==> src/rtl/lu_cmd_issuer.sv <==
// lu_cmd_issuer: initiator side of the 16-bit logic unit interface.
// Commands are queued in a DEPTH-entry FIFO, issued to the combinational
// logic unit on registered lu_* lines, and the captured result is returned
// over a valid/ready response channel.
// Optional build macro LU_CHECK_EN adds a reference model that flags
// result mismatches on rsp_err; without it rsp_err is tied low.
//
// state | meaning
// IDLE  | nothing in flight; pop the FIFO head when one is available
// ISSUE | lu_* stable for one full cycle while the logic unit settles
// RESP  | result captured; hold rsp_* until the consumer accepts
module lu_cmd_issuer #(
   parameter int DEPTH = 4,
   parameter int CNT_W = 8
) (
   input  logic             clk,
   input  logic             reset,
   input  logic             cmd_valid,
   output logic             cmd_ready,
   input  logic [2:0]       cmd_op,
   input  logic [15:0]      cmd_a,
   input  logic [15:0]      cmd_b,
   output logic [2:0]       lu_sel,
   output logic [15:0]      lu_a,
   output logic [15:0]      lu_b,
   input  logic [15:0]      lu_res,
   output logic             rsp_valid,
   input  logic             rsp_ready,
   output logic [15:0]      rsp_data,
   output logic [2:0]       rsp_op,
   output logic             rsp_zero,
   output logic             rsp_err,
   output logic             busy,
   output logic [CNT_W-1:0] done_cnt
);

   localparam int AW = (DEPTH > 1) ? $clog2(DEPTH) : 1;

   typedef enum logic [1:0] {IDLE, ISSUE, RESP} state_t;

   state_t          state;
   logic [34:0]     mem [DEPTH];
   logic [AW-1:0]   wr_ptr;
   logic [AW-1:0]   rd_ptr;
   logic [AW:0]     count;
   logic [AW:0]     count_next;
   logic            push;
   logic            pop;
   logic [34:0]     head;

   // a pop only ever happens when the FSM is free to take a new command
   assign push = cmd_valid && cmd_ready;
   assign pop  = (count != '0) &&
                 ((state == IDLE) || ((state == RESP) && rsp_ready));
   assign head = mem[rd_ptr];
   assign busy = (count != '0) || (state != IDLE);

   // occupancy after this edge; drives the registered cmd_ready
   always_comb begin
      count_next = count;
      if (push && !pop)
         count_next = count + (AW+1)'(1);
      else if (pop && !push)
         count_next = count - (AW+1)'(1);
   end

   // FIFO storage; contents need no reset since count gates every read
   always_ff @(posedge clk) begin
      if (push)
         mem[wr_ptr] <= {cmd_op, cmd_a, cmd_b};
   end

   // FIFO pointers, occupancy and registered ready
   always_ff @(posedge clk) begin
      if (reset) begin
         wr_ptr    <= '0;
         rd_ptr    <= '0;
         count     <= '0;
         cmd_ready <= 1'b1;
      end else begin
         if (push)
            wr_ptr <= wr_ptr + AW'(1);
         if (pop)
            rd_ptr <= rd_ptr + AW'(1);
         count     <= count_next;
         cmd_ready <= (count_next != (AW+1)'(DEPTH));
      end
   end

   // issue/capture/response sequencing with registered outputs
   always_ff @(posedge clk) begin
      if (reset) begin
         state     <= IDLE;
         lu_sel    <= '0;
         lu_a      <= '0;
         lu_b      <= '0;
         rsp_valid <= 1'b0;
         rsp_data  <= '0;
         rsp_op    <= '0;
         rsp_zero  <= 1'b0;
         done_cnt  <= '0;
      end else begin
         case (state)
            IDLE: begin
               if (pop) begin
                  {lu_sel, lu_a, lu_b} <= head;
                  state                <= ISSUE;
               end
            end
            ISSUE: begin
               rsp_data  <= lu_res;
               rsp_op    <= lu_sel;
               rsp_zero  <= (lu_res == 16'h0000);
               rsp_valid <= 1'b1;
               state     <= RESP;
            end
            RESP: begin
               if (rsp_ready) begin
                  done_cnt  <= done_cnt + CNT_W'(1);
                  rsp_valid <= 1'b0;
                  if (pop) begin
                     {lu_sel, lu_a, lu_b} <= head;
                     state                <= ISSUE;
                  end else begin
                     state <= IDLE;
                  end
               end
            end
            default: state <= IDLE;
         endcase
      end
   end

`ifdef LU_CHECK_EN
   logic [15:0] lu_expect;

   // reference model of the logic unit from the issued select/operands
   always_comb begin
      lu_expect = 16'h0000;
      case (lu_sel)
         3'b000: lu_expect = lu_a & lu_b;
         3'b001: lu_expect = lu_a | lu_b;
         3'b010: lu_expect = ~(lu_a & lu_b);
         3'b011: lu_expect = ~(lu_a | lu_b);
         3'b100: lu_expect = ~lu_a;
         3'b101: lu_expect = lu_a ^ lu_b;
         3'b110: lu_expect = ~(lu_a ^ lu_b);
         3'b111: lu_expect = ~lu_a + 16'h0001;
         default: lu_expect = 16'h0000;
      endcase
   end

   // mismatch flag captured alongside rsp_data and held through RESP
   always_ff @(posedge clk) begin
      if (reset)
         rsp_err <= 1'b0;
      else if (state == ISSUE)
         rsp_err <= (lu_res != lu_expect);
   end
`else
   assign rsp_err = 1'b0;
`endif

endmodule

==> config.mk <==
export PLATFORM = sky130hd
export DESIGN_NAME = lu_cmd_issuer
export DESIGN_NICKNAME = d
export VERILOG_FILES = /design/src/rtl/lu_cmd_issuer.sv
export SDC_FILE = /design/constraint.sdc
export NUM_CORES = 1
export LEC_CHECK = 0
export CAP_MARGIN = 20
export CORE_ASPECT_RATIO = 0.9
export CORE_MARGIN = 1
export CORE_UTILIZATION = 60
export CTS_BUF_LIST = sky130_fd_sc_hd__clkbuf_2 sky130_fd_sc_hd__clkbuf_4 sky130_fd_sc_hd__clkbuf_8
export CTS_CLUSTER_DIAMETER = 40
export DETAILED_ROUTE_END_ITERATION = 10
export PLACE_DENSITY = 0.95
export SYNTH_ARGS = -nofsm -noshare
export SYNTH_HDL_FRONTEND = slang
export SYNTH_SLANG_ARGS = --single-unit
==> constraint.sdc <==
create_clock -name clk -period 4.4 [get_ports clk]
set_input_delay 0.88 -clock clk [delete_from_list [all_inputs] [get_ports clk]]
set_output_delay 0.88 -clock clk [all_outputs]
set_load 0.1 [all_outputs]
==> out/results.txt, run 1 <==
The mean routed wirelength per cell is 18.9 µm, and the CTS H-tree depth is 2. The number of I/O pins is 122, and the count of input and output buffers is 120. With fillers left out, the area of the finished cells amounts to 0.0101 mm². The worst register-to-register path has a setup slack of 2.16 ns. The sequential share of the synthesized area was 0.709.

Utilization after layout: 0.782. Entering global routing, the biggest net connects 51 pins. The routed design has 16400 µm of wire.

In this run the power density over the cells is 790 mW/mm². Counting flops and latches in the post-synthesis netlist gives 216. In this run the critical register-to-register path is launched from count[0]. Number of instances on the worst hold path: 2. The area of the placeable core is 0.0129 mm². The worst-case clock skew is 0.0232 ns, and the remaining antenna violation count is 0. Buffer cell driving the clock tree root: clkbuf_8. The leakage power figure is 3.43 nW, and the sum of negative setup slack is 0 ns. The vertical die dimension was 112 µm. The overall track demand over capacity in global routing came out at 0.243.

The worst hold path belongs to the class flip-flop to flip-flop. At the worst endpoint, the required time is 3.52 ns. After detailed placement, the total cell area comes to 0.00934 mm². STA classifies the critical path endpoint as a primary output. The die width was 124 µm; the count of endpoints failing setup in the final report was 0. The floorplan step defined a die boundary enclosing 0.0139 mm².

Max-cap violations in this run came to 0. The minimum period implied by the final worst setup slack works out to 3.47 ns. The floorplan has 39 rows. At the worst endpoint, the arrival time is 2.59 ns. After clock tree synthesis, the clock-pin slew on the worst setup and hold paths is 0.05 ns. At the end of routability-driven placement, the weighted congestion stood at 0.828. The post-CTS resize count was 0. TritonCTS built the clock tree. The tools report the endpoint of the worst register-to-register path as lu_b[0]. Counting every sink on the clock net gives 216. Among all flip-flop cells after synthesis, the most frequent one is edfxtp_1. The pre-antenna-repair detailed-routing pass consisted of 4 iterations. In the routed design, unresolved DRC markers number 0. The tools report the final number of max-transition violations as 0.

The logs give 5255 for the via count of the first global-routing pass and 611 for the net count after synthesis. The global-route congestion overflow total was 0. The first-iteration detailed-routing DRC count is 307. By area the synthesized netlist is led by edfxtp_1 (52%), dfxtp_1 (19%), mux4_2 (9.8%). For the worst-skew pair, the clock arrives at the later sink with an insertion delay of 0.49 ns. The most common cell after layout, fill and taps aside was edfxtp_1. The initial antenna violation count is 0. The proportion of layout cells with a drive suffix above 1 came out at 0.166. The logs give 870 for the number of cells in the finished layout apart from fillers and 743 for the number of nets in the final layout.

Derived from the worst setup path, the maximum achievable clock frequency is 288 MHz. The length in cells of the worst reg-to-reg path came out at 8. The library cells used most frequently in the layout, excluding fill and tap cells, are edfxtp_1 (140), clkdlybuf4s50_1 (119), nand2_1 (118). The run finished with clean final reports. Cell taking the most area after synthesis: edfxtp_1. The first global-routing pass estimated 26300 µm of wire. The source of the critical timing path was count[0]. The critical path ends at busy. The logs give 0.624 for the initial core utilization and 4965 for the via count. Count of final hold-check violations: 0. The proportion of synthesized flip-flops having asynchronous set or reset works out to 0. The run gives 0.324 as the relative max-transition margin. The number of unique standard cell types used by synthesis is 47, and the top fanout value on the critical path is 6. The run gives 0 as the hold buffer count at cts. The post-route clock period utilization was 0.789; the overall power of the completed layout was 0.00799 W. The tools report the number of warnings issued by yosys as 0. The worst setup path is launched from a flip-flop. Synthesis produced 548 cells. The number of clock buffers added by TritonCTS is 34. Compared with the post-synthesis result, the final layout area differs by 25.2%. The number of flops mapped to enable cells by yosys is 140.

The portion of synthesized cell area occupied by the leading cell type is 0.521, and the number of setup buffers added after CTS is 0. After legalization and detailed placement, the total HPWL measured 10000 µm. The repair_antennas step left the layout with diodes totalling 0. Kind of critical path: flip-flop to primary output. Counting along the longest clock path gives a buffer depth of 3.

The maximum ir drop on the vdd rail was 0.000517 V; the mean number of vias per cell was 5.71. Each instance of the synthesized netlist takes up on average 14.7 µm². Setup repair after global routing left no endpoint under its margin.

In this run the cell area of the synthesized design comes to 0.00808 mm². For the pin with the worst max-slew slack, the measured transition is 1.01 ns. The number of placed instances, taps included, is 807.
==> state kept, by name (all words and copies together), names as in the netlist, 2 cells and up, named ones only <==
register	count
done_cnt	8
count	3
state	2
mem	140
lu_sel	3
lu_b	16
wr_ptr	2
rsp_op	3
rd_ptr	2
rsp_data	16
lu_a	16
==> per-stage QoR <==
stage	hold slack, ns	setup slack (ns)
final	0.452	0.927
after global routing	0.478	0.804
after CTS	0.455	0.912
after detailed placement	0.448	1.34
after global placement	0.441	1.43
after floorplan	0.460	1.95
==> power by group <==
| group | internal (W) | leakage [nW] | switching (W) |
|---|---|---|---|
| sequential | 0.00256 | 1.91 | 0.000275 |
| combinational | 0.000920 | 1.12 | 0.00243 |
| clock | 0.00109 | 0.405 | 0.000723 |
==> cell usage after synthesis, types with 3 or more instances <==
library cell	n
a21oi_1	60
and3_1	5
buf_2	9
buf_4	3
buf_6	7
clkbuf_1	9
dfxtp_1	76
edfxtp_1	140
ha_1	8
inv_1	7
mux4_2	35
nand2_1	118
nand2b_1	3
nand3_1	3
nand4_1	4
nor2_1	13
nor3_1	3
nor4_1	5
o21ai_0	4
or3_1	3
xnor2_1	5
xor2_1	3
==> critical path, cell delays in order (launching register included) <==
cell and delay [ns]:
dfxtp_1 0.40, inv_1 0.11, ha_1 0.22, nand2b_1 0.14
or3_1 0.12, clkdlybuf4s50_1 1.12
==> cell type report <==
| cell class | instances | area, µm² |
|---|---|---|
| inverters | 7 | 26.3 |
| well taps | 164 | 205 |
| clock buffers | 57 | 678 |
| clock inverters | 5 | 81.3 |
| multi-input cells | 295 | 2140 |
| flip-flops and latches | 216 | 5730 |
| repair buffers | 126 | 1250 |
| fillers | 689 | 2820 |
==> kinds of logic after synthesis <==
family | after synthesis | share of synthesized area
adder cells (fa/ha/maj) | 8 | 0.0124
AO/OA/AOI/OAI | 73 | 0.0490
XOR/XNOR | 8 | 0.00868
buffers and inverters | 37 | 0.0266
other | 1 | 0.000464
AND/OR/NAND/NOR | 170 | 0.0962
flip-flops | 216 | 0.709
multiplexers | 35 | 0.0976
==> metal layers <==
layer / track usage / up-vias / share of wire
li1: - / 2279 / -
met1: 0.284 / 2431 / 0.38
met2: 0.436 / 211 / 0.52
met3: 0.0472 / 44 / 0.060
met4: 0.110 / 0 / 0.034
met5: 0 / - / 0
==> worst min-delay path by stage <==
stage,slack [ns],start,endpoint
2_1_floorplan,0.46,rd_ptr[1],flip-flop
3_3_place_gp,0.44,rsp_zero,rsp_zero
3_5_place_dp,0.45,rsp_op[0],rsp_op[0]
4_1_cts,0.46,lu_b[9],lu_b[9]
5_1_grt,0.48,lu_b[2],lu_b[2]
6_report,0.45,rsp_op[0],rsp_op[0]
No activity file was read; power rests on OpenSTA's default activity.
==> run 2, diff against run 1 <==
- CORE_UTILIZATION: 60 -> 50
- PLACE_DENSITY: 0.95 -> 0.89
- clock period: 4.4 -> 3 ns (I/O delays scaled with it)
==> run 2 against run 1 <==
Against the previous run: total power up 46%; cell area about the same; sequential share of layout area about the same; clock skew down 0.0079 ns; worst hold slack better by 0.0056 ns; routed wire length decreased by 0.82%; largest power group unchanged; highest routed layer unchanged.
==> out/results.txt, run 2 (same netlist as run 1, synthesis figures left out) <==
The run finished with clean final reports. The layout-stage area growth over the synthesis result was 25.2% (about the same); the minimum period implied by the final worst setup slack was 2.52 ns. The proportion of layout cells with a drive suffix above 1 was 0.259 (+0.0934); the delay of the slowest cell on the worst path was 0.38 ns (-0.74 ns).

The setup slack of the worst register-to-register path came out at 1.09 ns (-1.07 ns). The transition time at the pin with the least slew margin was 0.937 ns (-0.0742 ns); the number of nets in the final layout was 749 (+0.81%). Relative max-transition margin: 0.376 (+0.0516). The path type of the worst min-delay path is flip-flop to flip-flop.

Global-route congestion overflow total: 0 (unchanged). The tools report the post-CTS resize count as 0 (unchanged). The required time of the worst setup path came out at 2.40 ns (-1.12 ns). Top cell family by delay on the critical path: simple AND/OR/NAND/NOR gates. The first-iteration detailed-routing DRC count came out at 271 (-12%). The run gives 216 (unchanged) as the clock net sink count. The number of instances on the worst hold path was 2 (unchanged); the count of input and output buffers was 120 (unchanged).

The mean number of vias per cell is 5.32 (-6.8%). For the area of the placeable core, the log shows 0.0156 mm² (+21%). For the via count, the log shows 4872 (-1.9%).

The final antenna diode count was 0 (unchanged). The initial antenna violation count was 0 (unchanged). CTS placed an instance of clkbuf_8 at the clock tree root. The vertical die dimension works out to 123 µm (+9.4%). The tools report the count of endpoints failing setup in the final report as 0 (unchanged).

The register with the most flip-flops is mem. The top fanout value on the critical path is 6 (unchanged). TritonCTS built the clock tree. The largest individual stage delay along the critical path comes from the cell or3_1.

The logs give 0 (unchanged) for the remaining antenna violation count and 0 (unchanged) for the final number of max-transition violations. The number of flip-flops in the largest register was 140 (unchanged). The CTS H-tree depth was 2 (unchanged); the die width was 136 µm (+9.4%).

The logs give 0.51 ns (+0.02 ns) for the clock latency of the later-clocked register in the worst-skew pair and 0 (unchanged) for the post-detailed-route DRC marker count. The area enclosed by the die boundary was 0.0167 mm² (+20%). Derived from the worst setup path, the maximum achievable clock frequency is 397 MHz.

Total clock buffers created by CTS: 36 (+5.9%). For the placement row count, the log shows 43 (+10%). The tools report the launch instance of the worst min-delay path as rsp_data[7].

The number of setup buffers added after CTS is 0 (unchanged), and the detailed-placement wirelength estimate is 10400 µm (+3.8%). The worst-case clock skew came out at 0.0153 ns (-0.00786 ns). The number of stages on the worst setup path came out at 5 (unchanged). Setup repair after global routing left no endpoint under its margin. The hold buffer count at cts is 0 (unchanged), and the leakage power figure is 3.59 nW (+4.5%).

The worst register-to-register path ends at lu_b[8]. The run gives 1.92 ns (-0.67 ns) as the data arrival time of the critical path. The via count of the first global-routing pass came out at 5026 (-4.4%). The maximum ir drop on the vdd rail was 0.000760 V (+47%); the count of final hold-check violations was 0 (unchanged). The first-pass iteration count of the detailed router is 5 (+1), and the number of fill cells in the layout is 1080 (+57%). The total wirelength of the detailed-routed design was 16300 µm (-0.82%).

The startpoint identified for the worst register-to-register timing path is count[0]. Global-route wire length before repair: 25300 µm (-3.9%). For the number of I/O pins, the log shows 122 (unchanged). The run gives 38 (-25%) as the largest net degree at the start of global routing. The mean routed wirelength per cell is 17.8 µm (-5.8%), and the clock transition at the registers of the reported paths is 0.06 ns (about the same). The endpoint type of the worst setup path is a primary output. Kind of critical path: flip-flop to primary output. The sum of negative setup slack is 0 ns (unchanged), and the length in cells of the worst reg-to-reg path is 7 (-1).

The path with the worst hold slack has its endpoint at rsp_data[7]. The total power density per cell area is 1150 mW/mm² (+46%). The buffering stage count on the worst path with inverters included works out to 2 (unchanged). The tools report the final RePlAce weighted congestion as 0.706 (-15%). The overall track demand over capacity in global routing was 0.203 (-0.0401); the number of max-cap violations was 0 (unchanged).

The worst hold-check slack is 0.457 ns (+0.00565 ns). The post-route clock period utilization is 0.840, and the utilization after layout is 0.648 (-0.134). The library cell used most frequently in the layout, excluding fill and tap cells, is edfxtp_1. In the layout the commonest cells are edfxtp_1 (140), nand2_1 (118), dfxtp_1 (74). Traced cell by cell, the critical path runs through inv_1 -> ha_1 -> nand2b_1 -> or3_1 -> buf_4. Type of element launching the critical path: a flip-flop. The initial core utilization was 0.518 (-0.107). The worst-case clock buffer depth was 3 (unchanged).
run 2: cell count changes in the layout (fill, tap and decap cells not counted), sizes merged:
cell           delta
clkinvlp          +3
clkbuf            -8
clkinv           +10
inv               -2
clkdlybuf4s50    -66
buf              +70
bufinv            +1
run 2: worst max path at each step:
stage                          from         end
after detailed placement  cmd_valid  mem[0][18]
after global routing       count[0]        busy
after global placement    cmd_valid  mem[2][22]
after floorplan           cmd_ready   mem[0][0]
final                      count[0]        busy
after CTS                  count[0]        busy
run 2: through the flow:
| step | worst slack, ns | instance area [µm²] | total power [W] | instances |
|---|---|---|---|---|
| 4_1_cts | 0.455 | 10100 | 0.0118 | 916 |
| 3_3_place_gp | 0.757 | 9320 | 0.00885 | 850 |
| 6_report | 0.481 | 10100 | 0.0117 | 916 |
| 5_1_grt | 0.348 | 10100 | 0.0122 | 916 |
| 3_5_place_dp | 0.694 | 9320 | 0.00898 | 850 |
| 2_1_floorplan | 0.549 | 8080 | 0.00796 | 548 |
run 2: worst min-delay path, cell delays in order (launching register included):
cell and delay (ns):
dfxtp_1 0.31, nand2_1 0.05, a21oi_1 0.05
run 2: area by class of cell:
type / count / area [µm²] / area share
well taps: 202 / 253 / 0.0250
inverters: 7 / 26.3 / 0.00260
multi-input cells: 295 / 2140 / 0.212
flip-flops and latches: 216 / 5730 / 0.566
repair buffers: 130 / 1170 / 0.116
clock buffers: 49 / 631 / 0.0624
clock inverters: 17 / 163 / 0.0161
run 2: power breakdown:
group | internal, W | switching (W) | total, W
sequential | 0.00374 | 0.000406 | 0.00415
combinational | 0.00125 | 0.00352 | 0.00477
clock | 0.00163 | 0.00113 | 0.00276
total | 0.00663 | 0.00505 | 0.0117
run 2: routing by layer:
layer  track usage  wire (µm)  part of all wire  vias up
met5             0          0                 0        -
met4        0.0896        401             0.025        0
met3        0.0492       1190             0.073       33
met2         0.357       8240              0.51      196
met1         0.236       6450              0.40     2352
li1              -          -                 -     2291
==> run 3, diff against run 2 <==
- clock period: 3 -> 2.1 ns (I/O delays scaled with it)
==> run 3 against run 2 <==
Against the previous run: routed wire length is 1.4% higher; critical path depth stayed put; clock-buffer cell count is 6 higher; total power is 44% higher; via count is 2.3% higher; global-route usage is 0.12 points higher; die area stayed put; worst hold slack worse by 0.080 ns; sequential power is 39% higher; clock power is 37% higher; core utilization is 0.49 points higher.
==> out/results.txt, run 3 (same netlist as run 1, synthesis figures left out) <==
The tools report the worst-case clock buffer depth as 3 (unchanged). The run gives 2 (unchanged) as the CTS H-tree depth. For the utilization after layout, the log shows 0.653 (+0.00489). The via count is 4986 (+2.3%), and the post-route clock period utilization is 0.975. Detailed-placement wirelength estimate: 10200 µm (-1.4%). Count of final hold-check violations: 0 (unchanged).

The hold buffer count at cts is 0 (unchanged). TritonCTS built the clock tree. The run gives 0 (unchanged) as the post-detailed-route DRC marker count. The proportion of layout cells with a drive suffix above 1 came out at 0.285 (+0.0256). Setup repair after global routing left no endpoint under its margin.

Total clock buffers created by CTS: 36 (unchanged). The required time of the worst setup path came out at 1.68 ns (-0.72 ns). The run gives 4 (-1) as the first-pass iteration count of the detailed router. The tools report the overall track demand over capacity in global routing as 0.204 (+0.00118). The area enclosed by the die boundary was 0.0167 mm² (unchanged). The type of element launching the critical path is a flip-flop. The worst setup path is of the flip-flop to primary output kind.

Leaving out fill and tap cells, the most frequent cell in the layout is edfxtp_1. In this run the worst hold path is classified as primary input to flip-flop. Transition time at the pin with the least slew margin: 0.743 ns (-0.193 ns). met2 is the most crowded layer. Count of endpoints failing setup in the final report: 0 (unchanged). The tools report the peak clock frequency supported by timing as 488 MHz. The final RePlAce weighted congestion came out at 0.692 (-2.0%).

The placement row count is 43 (unchanged). The length in cells of the worst reg-to-reg path was 6 (-1); the clock transition at the registers of the reported paths was 0.06 ns (about the same). The tools report the cell area after placement as 0.00936 mm² (+0.39%). The relative max-transition margin is 0.504 (+0.129), and the number of nets in the final layout is 757 (+1.1%).

The number of max-cap violations is 0 (unchanged), and the minimum period implied by the final worst setup slack is 2.05 ns. The data arrival time of the critical path is 1.63 ns (-0.29 ns), and the final antenna diode count is 0 (unchanged). The path with the worst hold slack has its endpoint at lu_a[8]. For the initial core utilization, the log shows 0.518 (unchanged).

The leakage power figure came out at 3.63 nW (+1.3%). Buffer cell driving the clock tree root: clkbuf_8. Clock net sink count: 216 (unchanged). The endpoint type of the worst setup path is a primary output.

Worst flop-to-flop path startpoint: count[0]. The area growth from synthesis to layout is 26.2%. The run gives 0.51 ns (-0.58 ns) as the setup slack of the worst register-to-register path.

The worst hold path begins at reset. The total power density per cell area works out to 1650 mW/mm² (+43%). First-iteration detailed-routing DRC count: 282 (+4.1%).

The mean number of vias per cell is 5.41 (+1.7%), and the via count of the first global-routing pass is 5090 (+1.3%). The global-route met3 utilization is 0.0467 (-0.00248), and the top fanout value on the critical path is 2 (-4). Vertical die dimension: 123 µm (unchanged). For the clock latency of the later-clocked register in the worst-skew pair, the log shows 0.50 ns (about the same). The tools report the global-route congestion overflow total as 0 (unchanged). The logs give 0 (unchanged) for the initial antenna violation count and 1058 (-2.0%) for the number of fill cells in the layout.

The die width was 136 µm (unchanged); the mean routed wirelength per cell was 17.9 µm (+0.77%). The sum of negative setup slack was 0 ns (unchanged). The final number of max-transition violations is 0 (unchanged), and the number of I/O pins is 122 (unchanged). The area of the placeable core came out at 0.0156 mm² (unchanged).

For the largest net degree at the start of global routing, the log shows 37 (-2.6%). The maximum ir drop on the vdd rail was 0.00112 V (+48%); the total wirelength of the detailed-routed design was 16500 µm (+1.4%). The worst register-to-register path ends at count[0]. The run finished with clean final reports. The library cells used most frequently in the layout, excluding fill and tap cells, are edfxtp_1 (140), nand2_1 (118), buf_4 (78). For the final design instance area without fill, the log shows 0.0102 mm² (+0.76%).

The remaining antenna violation count came out at 0 (unchanged). The count of input and output buffers was 120 (unchanged). The number of instances on the worst hold path came out at 2 (unchanged). Ranked by flip-flop count, first place goes to mem. The met1 global-route usage was 0.248 (+0.0119); the global-route wire length before repair was 25700 µm (+1.9%). The number of flip-flops in the largest register came out at 140 (unchanged). For the worst-case clock skew, the log shows 0.0181 ns (+0.00279 ns). The tools report the global-route met2 utilization as 0.357 (about the same).
-- run 3: changes by cell type in the layout (fill, tap and decap cells not counted), sizes merged --
cell,delta
clkbuf,+6
clkinvlp,-1
inv,+1
buf,+8
clkinv,-6
bufinv,-2
-- run 3: area by class of cell --
| type | instances | area, µm² | area share |
|---|---|---|---|
| Timing Repair Buffer | 138 | 1240 | 0.122 |
| Tap cell | 202 | 253 | 0.0248 |
| Clock inverter | 9 | 81.3 | 0.00798 |
| Multi-Input combinational cell | 295 | 2170 | 0.213 |
| Inverter | 7 | 28.8 | 0.00282 |
| Clock buffer | 55 | 682 | 0.0669 |
| Sequential cell | 216 | 5730 | 0.563 |
-- run 3: worst max path at each step --
| stage | cells after the start | to | from |
|---|---|---|---|
| 2_1_floorplan | 4 | busy | count[0] |
| 3_3_place_gp | 6 | lu_a[7] | rsp_ready |
| 3_5_place_dp | 6 | lu_b[6] | rsp_ready |
| 4_1_cts | 5 | busy | count[1] |
| 5_1_grt | 5 | busy | count[0] |
| 6_report | 5 | busy | count[0] |
-- run 3: layer usage --
metal  vias to the layer above  part of all wire
li1                       2310                 -
met1                      2455              0.41
met2                       188              0.51
met3                        33             0.069
met4                         0             0.020
met5                         -                 0
-- run 3: stage by stage --
stage / setup WS [ns] / instances / power, W / hold WS (ns)
final: 0.0524 / 922 / 0.0168 / 0.377
after global routing: 0.00144 / 922 / 0.0176 / 0.368
after CTS: -0.00421 / 922 / 0.0170 / 0.349
after detailed placement: 0.0344 / 853 / 0.0130 / 0.447
after global placement: 0.147 / 853 / 0.0128 / 0.444
after floorplan: 0.214 / 548 / 0.0114 / 0.460
-- run 3: what timing repair did --
item,CTS,global route
setup buffers,5,0
hold endpoints to repair,0,0
resized for setup,10,0
setup endpoints to repair,1,1
pin swaps,2,1
-- run 3: report_power, final --
group	internal, W	total, W	switching (W)	leakage [nW]
Combinational	0.00201	0.00726	0.00525	1.32
Clock	0.00221	0.00378	0.00157	0.401
Sequential	0.00536	0.00578	0.000429	1.91
-- run 3: critical path: stages (launching register included) --
cell and delay, ns:
dfxtp_4 0.35, inv_4 0.06, ha_4 0.14, nand2b_4 0.05, or3_4 0.35, buf_12 0.18
